### config.mk
export PLATFORM = sky130hd
export DESIGN_NAME = demux6_bram_writer
export DESIGN_NICKNAME = d
export VERILOG_FILES = /design/src/rtl/demux6_bram_writer.sv
export SDC_FILE = /design/constraint.sdc
export NUM_CORES = 1
export LEC_CHECK = 0
export CAP_MARGIN = 25
export CELL_PAD_IN_SITES_DETAIL_PLACEMENT = 2
export CELL_PAD_IN_SITES_GLOBAL_PLACEMENT = 2
export CORE_AREA = 2 2 90 178
export CTS_CLUSTER_SIZE = 12
export DETAILED_ROUTE_END_ITERATION = 8
export DIE_AREA = 0 0 92 180
export PLACE_DENSITY = 0.85
export SYNTH_ARGS = -nofsm -noshare
export SYNTH_HDL_FRONTEND = slang
export SYNTH_SLANG_ARGS = --single-unit
### constraint.sdc
create_clock -name clk -period 5.2 [get_ports clk]
set_input_delay 1.56 -clock clk [delete_from_list [all_inputs] [get_ports clk]]
set_output_delay 1.56 -clock clk [all_outputs]
set_load 0.02 [all_outputs]
### src/rtl/demux6_bram_writer.sv
`default_nettype none
// ============================================================================
// Module      : demux6_bram_writer
// Description : Demultiplexes a tagged sample stream into six per-channel
//               regions of one capture BRAM. Each channel owns a region of
//               2**DEPTH_LOG2 samples addressed as {chan, ptr}. A capture ends
//               once every enabled region is full.
// Ports       : clk, rst_n (async active-low)
//               start/abort/ch_en      capture control
//               s_data/s_chan/s_valid  tagged sample input; s_ready back
//               bram_we/addr/din       BRAM write port (1-cycle latency)
//               busy/done/full_mask    status
//               drop_cnt               dropped-beat counter
// Options     : `define DEMUX_DROP_CNT_EN to build the saturating drop
//               counter; otherwise drop_cnt is tied to zero.
// Revision    : 1.0 - initial release
// ============================================================================
module demux6_bram_writer #(
  parameter int WIDTH      = 8,
  parameter int DEPTH_LOG2 = 10
) (
  input  logic                  clk,
  input  logic                  rst_n,
  input  logic                  start,
  input  logic                  abort,
  input  logic [5:0]            ch_en,
  input  logic [WIDTH-1:0]      s_data,
  input  logic [2:0]            s_chan,
  input  logic                  s_valid,
  output logic                  s_ready,
  output logic                  bram_we,
  output logic [DEPTH_LOG2+2:0] bram_addr,
  output logic [WIDTH-1:0]      bram_din,
  output logic                  busy,
  output logic                  done,
  output logic [5:0]            full_mask,
  output logic [15:0]           drop_cnt
);

  typedef enum logic [1:0] {
    ST_IDLE    = 2'd0,
    ST_CAPTURE = 2'd1,
    ST_DONE    = 2'd2
  } state_t;

  state_t                state, state_nxt;
  logic                  start_acc;
  logic [5:0]            en_lat;
  logic [DEPTH_LOG2-1:0] ptr [6];
  logic [DEPTH_LOG2-1:0] cur_ptr;
  logic [7:0]            en8, full8;
  logic                  beat, wr_ok, do_write;

  // Status decodes straight from the state register.
  assign s_ready = (state == ST_CAPTURE);
  assign busy    = (state == ST_CAPTURE);
  assign done    = (state == ST_DONE);

  // Widened copies so the 3-bit tag can index them without range issues;
  // tags 6 and 7 land on the zero padding and are rejected.
  assign en8   = {2'b00, en_lat};
  assign full8 = {2'b00, full_mask};

  assign beat     = s_valid & s_ready;
  assign wr_ok    = beat & (s_chan < 3'd6) & en8[s_chan] & ~full8[s_chan];
  // abort cancels a beat accepted in the same cycle
  assign do_write = wr_ok & ~abort;

  always_comb begin
    cur_ptr = '0;
    for (int i = 0; i < 6; i++) begin
      if (s_chan == 3'(i)) cur_ptr = ptr[i];
    end
  end

  // Next-state logic; abort has priority over everything, including start.
  always_comb begin
    state_nxt = state;
    start_acc = 1'b0;
    if (abort) begin
      state_nxt = ST_IDLE;
    end else begin
      case (state)
        ST_IDLE, ST_DONE: begin
          if (start) begin
            start_acc = 1'b1;
            state_nxt = (ch_en != 6'd0) ? ST_CAPTURE : ST_DONE;
          end
        end
        ST_CAPTURE: begin
          // full_mask is registered, so this fires the cycle after the
          // final write's full flag appears.
          if ((full_mask & en_lat) == en_lat) state_nxt = ST_DONE;
        end
        default: state_nxt = ST_IDLE;
      endcase
    end
  end

  always_ff @(posedge clk or negedge rst_n) begin
    if (!rst_n) begin
      state <= ST_IDLE;
    end else begin
      state <= state_nxt;
    end
  end

  always_ff @(posedge clk or negedge rst_n) begin
    if (!rst_n) begin
      bram_we   <= 1'b0;
      bram_addr <= '0;
      bram_din  <= '0;
      en_lat    <= 6'd0;
      full_mask <= 6'd0;
      for (int i = 0; i < 6; i++) ptr[i] <= '0;
    end else begin
      bram_we <= do_write;
      if (do_write) begin
        bram_addr <= {s_chan, cur_ptr};
        bram_din  <= s_data;
      end
      if (start_acc) begin
        en_lat    <= ch_en;
        full_mask <= 6'd0;
        for (int i = 0; i < 6; i++) ptr[i] <= '0;
      end else if (do_write) begin
        for (int i = 0; i < 6; i++) begin
          if (s_chan == 3'(i)) begin
            // Pointer wraps to zero; the full flag then blocks the channel.
            ptr[i] <= ptr[i] + 1'b1;
            if (ptr[i] == {DEPTH_LOG2{1'b1}}) full_mask[i] <= 1'b1;
          end
        end
      end
    end
  end

`ifdef DEMUX_DROP_CNT_EN
  logic        drop;
  logic [15:0] drop_q;

  // Beats only arrive in CAPTURE, so any accepted beat that is not a legal
  // write (bad tag, disabled or full channel) is a drop.
  assign drop = beat & ~wr_ok;

  always_ff @(posedge clk or negedge rst_n) begin
    if (!rst_n) begin
      drop_q <= 16'h0000;
    end else if (start_acc) begin
      drop_q <= 16'h0000;
    end else if (drop && (drop_q != 16'hFFFF)) begin
      drop_q <= drop_q + 16'h0001;
    end
  end

  assign drop_cnt = drop_q;
`else
  assign drop_cnt = 16'h0000;
`endif

endmodule
`default_nettype wire

Word level (Yosys, flattened, before mapping)
Cells that the tools add are included.
Word-level totals
  flip-flop bits (word level): 96
  input bits: 22
  word-level logic and storage cells: 119
  output and inout port bits: 47
Cells by class
  reductions and logical operators: 30
  $add $sub $neg: 6
  order comparisons: 2
  mux-type cells: 40
  equality and inequality tests: 16
  bitwise logic cells: 8
Operators with widths (count)
  two-way mux 10 bit: 12
  two-way mux 60 bit: 2
  adder 10 x 1 -> 10 bit (second input constant): 6
  equality test 10 bit (second input constant): 6
  nonzero test 2 bit: 13
  AND reduction 3 bit: 6
  two-way mux 1 bit: 17
  AND reduction 2 bit: 7
  two-way mux 6 bit: 2
  two-way mux 2 bit: 4
  AND 6 bit: 1
  binary-select mux 1 bit (select 3 bit): 2
  equality test 3 x 2 -> 1 bit (second input constant): 2
  equality test 3 bit (second input constant): 2
  equality test 6 bit: 1
  nonzero test 6 bit: 1
  AND 1 bit: 5
  less-than comparator 3 x 4 -> 1 bit (second input constant): 1
  one-hot mux 2 bit (2 select lines): 1
  equality test 3 x 1 -> 1 bit (second input constant): 1
  logical NOT 3 bit: 1
  less-than comparator 3 bit (second input constant): 1
  inequality test 3 x 2 -> 1 bit (second input constant): 1
  inequality test 3 bit (second input constant): 1
  5 further kinds: 6

Longest topological paths before layout
  word-level depth: 8
  depth in mapped cells: 7
  mapped depth without buffers: 6

Least setup slack after synthesis
Ideal clock, no wire load.
  kind: input to register
  start point: input port s_chan[0]
  end point: register bram_din[0]
  stages on the path: 5
  buffers on the path: 1
  setup time: 0.125 ns
  slack: 2.016 ns
  data required time: 5.075 ns
  arrival: 3.059 ns
  path through: or3b_4 > a2111oi_4 > a21oi_2 > buf_6 > mux2_4
On the way
  longest elaborated chain between the ends: 5
  elaborated cells between the ends (all ways): 10
  classes of those cells: order compare (1); mux (4); bitwise (5)
RTL lines
  start: declaration: line 28  | input logic [2:0] s_chan,
  less-than comparator 3 bit / binary-select mux 1 bit (select 3 bit) (equally long branches): line 65  | assign wr_ok = beat & (s_chan < 3'd6) & en8[s_chan] & ~full8[s_chan];
  AND 1 bit / two-way mux 1 bit (equally long branches): line 65
  AND 1 bit / NOT 1 bit (equally long branches): line 65
  AND 1 bit *: line 65
  AND 1 bit *: line 67  | assign do_write = wr_ok & ~abort;
  end signal: assignment: line 120  | bram_din <= s_data;
  end: declaration: line 33  | output logic [WIDTH-1:0] bram_din,
Every way passes the cells marked *; elsewhere a longest branch is shown, timed or not. The select of a mux whose other input is x is not followed.
A chain may end at the register's enable or synchronous reset.

Worst setup path after layout
  start point: input port abort
  end point: register bram_din[2]
On the way
  longest elaborated chain between the ends: 2
RTL lines
  start: declaration: line 25  | input logic abort,
  NOT 1 bit: line 67
  AND 1 bit: line 67
Every way passes these cells.

==> qor.tcl <==
set qor(worst-endpoint-arrival_ps) 4120
set qor(final_cell_count_no_fill) 787
set qor(worstSetupStartpointType) {input pin}
set qor(setup.worst_path.end) {bram_din[2]}
set qor(grt_setup_unrepaired) {false}
set qor(ant_nets) 0
set qor(worst_r2r_endpoint) {bram_din[2]}
set qor(cts_htree_levels) 3
set qor(worst_hold_path_type) {register to register}
set qor(yosysWarningCount) 0
set qor(firstDrtPassIters) 4
set qor(globalRouteTotalUtil_pct) 21.64
set qor(cts_repair_resize_count) 0
set qor(path_buf_inv) 2
set qor(number_of_vias_in_the_routed_layout) 4325
set qor(finalWorstPathRequiredPeriod_ps) 3887
set qor(layout_nets) 612
set qor(cpMaxStageDelayCell) {a2111oi_4}
set qor(max_freq_ghz) 0.2573
set qor(antenna_found_initial) 0
set qor(timing.hold.ws_ps) 505.3
set qor(hold_viol_final) 0
set qor(cts_hold_buf) 0
set qor(final-max-slew-violation-count) 0
set qor(die_h_um) 180
set qor(p_per_area_nw_per_um2) 285.6
set qor(cts.clk_slew.worst_paths_ps) 70
set qor(worst_ir_drop_vdd_mv) 0.1491
set qor(crit_path_max_incr_delay_ps) 740
set qor(synth_seq_cells) 96
set qor(netlist_instances) 543
set qor(critical_path.reg2reg.startpoint) {state[0]}
set qor(most_frequent_standard_cell_in_the_layout_excluding_fill_and_tap_cells) {dfrtp_1}
set qor(status) {complete, no violations}
set qor(grt_max_degree) 78
set qor(async_reset_ff_share_pct) 100.0
set qor(fillerInstances) 1703
set qor(hpwl_um) 12700
set qor(cts_buffer_depth) 2
set qor(syn_area_per_cell_um2) 9.641
set qor(antenna_cells_inserted) 0
set qor(placedCellCount) 770
set qor(ios) 69
set qor(worstPathMaxFanout) 22
set qor(grt_first_pass_wirelength_um) 27590
set qor(floorplan.die_area_um2) 16560
set qor(flow.area_growth_from_synthesis_pct) 18.33
set qor(drive_above_1_share_pct) 7.980
set qor(layout_common_cells) {dfrtp_1 (96), nand2_1 (81), nor2_1 (55)}
set qor(crit_chain) {clkdlybuf4s50_1 > nand4bb_1 > a2111oi_4 > a21oi_2 > buf_4 > mux2_4}
set qor(die-width_um) 92
set qor(finalCoreUtilization_pct) 40.72
set qor(tightest_slew_ps) 903.7
set qor(floorplan.core_area_um2) 15210
set qor(critPathCaptureType) {register}
set qor(cell_family_with_most_cp_delay) {compound AO/OA/AOI/OAI gates}
set qor(crit_start) {abort}
set qor(overflow) 0
set qor(slew_headroom_pct) 39.75
set qor(synth_sequential_area_ratio_pct) 45.89
set qor(clock-root-buffer) {clkbuf_16}
set qor(final-setup-viol-count) 0
set qor(floorplan.rows) 64
set qor(critPathKind) {input pin to register}
set qor(cp_num_cells) 6
set qor(grt_pass1_vias) 4828
set qor(post_syn_area_um2) 5235
set qor(clock_latency_ps) 350
set qor(drtIter0Drc) 247
set qor(initial_core_util_pct) 34.41
set qor(min_period_over_period_pct) 74.75
set qor(netlist_cell_types) 53
set qor(cellLeakagePower_nw) 2.828
set qor(dominantRegCellSynth) {dfrtp_1}
set qor(finalClockSkew_ps) 7.732
set qor(detail_route.vias_per_cell) 5.496
set qor(postCtsSetupRepairBufs) 0
set qor(setup.reg_to_reg.worst_slack_ps) 2620
set qor(detail_route.wl_per_cell_um) 21.75
set qor(totalWireLength_um) 17120
set qor(remaining_drc_errors) 0
set qor(setup_tns_final_ps) 0
set qor(clock_buffers_created_by_tritoncts) 9
set qor(report.power.total_mw) 1.769
set qor(timing.reg2reg.worst_path_depth) 5
set qor(synth-edff-count) 0
set qor(cts_tree) {yes}
set qor(max_cap_violation_count) 0
set qor(worst-endpoint-required_ps) 5430
set qor(buffer_ports.inserted) 52
set qor(numClockSinks) 96
set qor(gp_routability_congestion) 0.8471
layer usage:
layer	share of wire (%)	track usage [%]
met5	0	0
met3	1.9	2.221
met1	36	23.18
met4	5.5	13.07
met2	56	39.88
how the worst min path moves through the flow:
stage	to	slack [ps]	startpoint	depth (start not counted)
after floorplan	en_lat[1]	460	en_lat[1]	2
final	bram_addr[5]	510	bram_addr[5]	2
after CTS	bram_addr[5]	510	bram_addr[5]	2
after detailed placement	bram_addr[5]	490	bram_addr[5]	2
after global placement	bram_addr[0]	480	bram_addr[0]	2
after global routing	bram_din[7]	540	bram_din[7]	1
flip-flops by register name, indices dropped and copies added (netlist names):
signal / count
en_lat: 6
state: 2
bram_we: 1
bram_din: 8
ptr: 60
bram_addr: 13
full_mask: 6
cell usage after synthesis, drive strengths merged, types with 3 or more instances:
cell type | count | share of area (%)
o21ai | 17 | 1.6
nor3 | 4 | 0.57
nand2 | 81 | 5.8
clkbuf | 17 | 1.2
o211ai | 3 | 0.43
or4 | 4 | 0.57
mux2i | 25 | 4.8
nand2b | 3 | 0.36
buf | 29 | 3.6
xnor2 | 8 | 1.3
nor4 | 7 | 1.1
inv | 10 | 0.72
and2 | 4 | 0.48
nor2 | 55 | 3.9
o21a | 11 | 1.6
nand3b | 12 | 1.7
a22oi | 8 | 1.1
nand4 | 20 | 2.4
xor2 | 32 | 5.4
dfrtp | 96 | 46
nor2b | 5 | 0.60
nand4bb | 3 | 0.65
a21oi | 8 | 0.84
and3 | 11 | 1.3
nand3 | 20 | 1.9
ha | 6 | 1.4
mux2 | 11 | 2.9
or3 | 5 | 0.60
o221ai | 8 | 1.3
and4 | 3 | 0.50
cell type report:
class                           count  area, µm²  share of cell area [%]
Multi-Input combinational cell    406       2608                   42.09
Sequential cell                    96       2402                   38.78
Timing Repair Buffer               61      605.6                   9.776
Clock buffer                       12      266.5                   4.302
Tap cell                          198      247.7                   3.999
Inverter                           10      37.54                  0.6059
Clock inverter                      4      27.53                  0.4444
report_power, final:
group	leakage, nW	total [mW]	switching (mW)	internal, mW
logic	1.37	0.290	0.158	0.131
clock network	0.137	0.656	0.293	0.363
registers	1.32	0.824	0.0346	0.789
through the flow:
step	instance area, µm²	setup WS, ps
global placement	5873	1079
CTS	6167	1326
finish	6195	1313
global route	6195	1126
detailed placement	5873	949.4
floorplan	5291	2016
tightest hold or removal path, cell delays in order, from the launching register on:
cell and delay (ps):
dfrtp_1 350, mux2i_1 80, nand2_1 50
kinds of logic after synthesis:
kind of cell | synth area share (%)
and+or+nand+nor | 23.57
xor gates and xnor gates | 6.692
adders and majority gates | 1.434
other | 0.07163
AOI/OAI and AO/OA | 8.676
muxes | 8.150
buffers and inverters | 5.521
DFF | 45.89
Note: power is estimated with default switching activity, not from simulation.
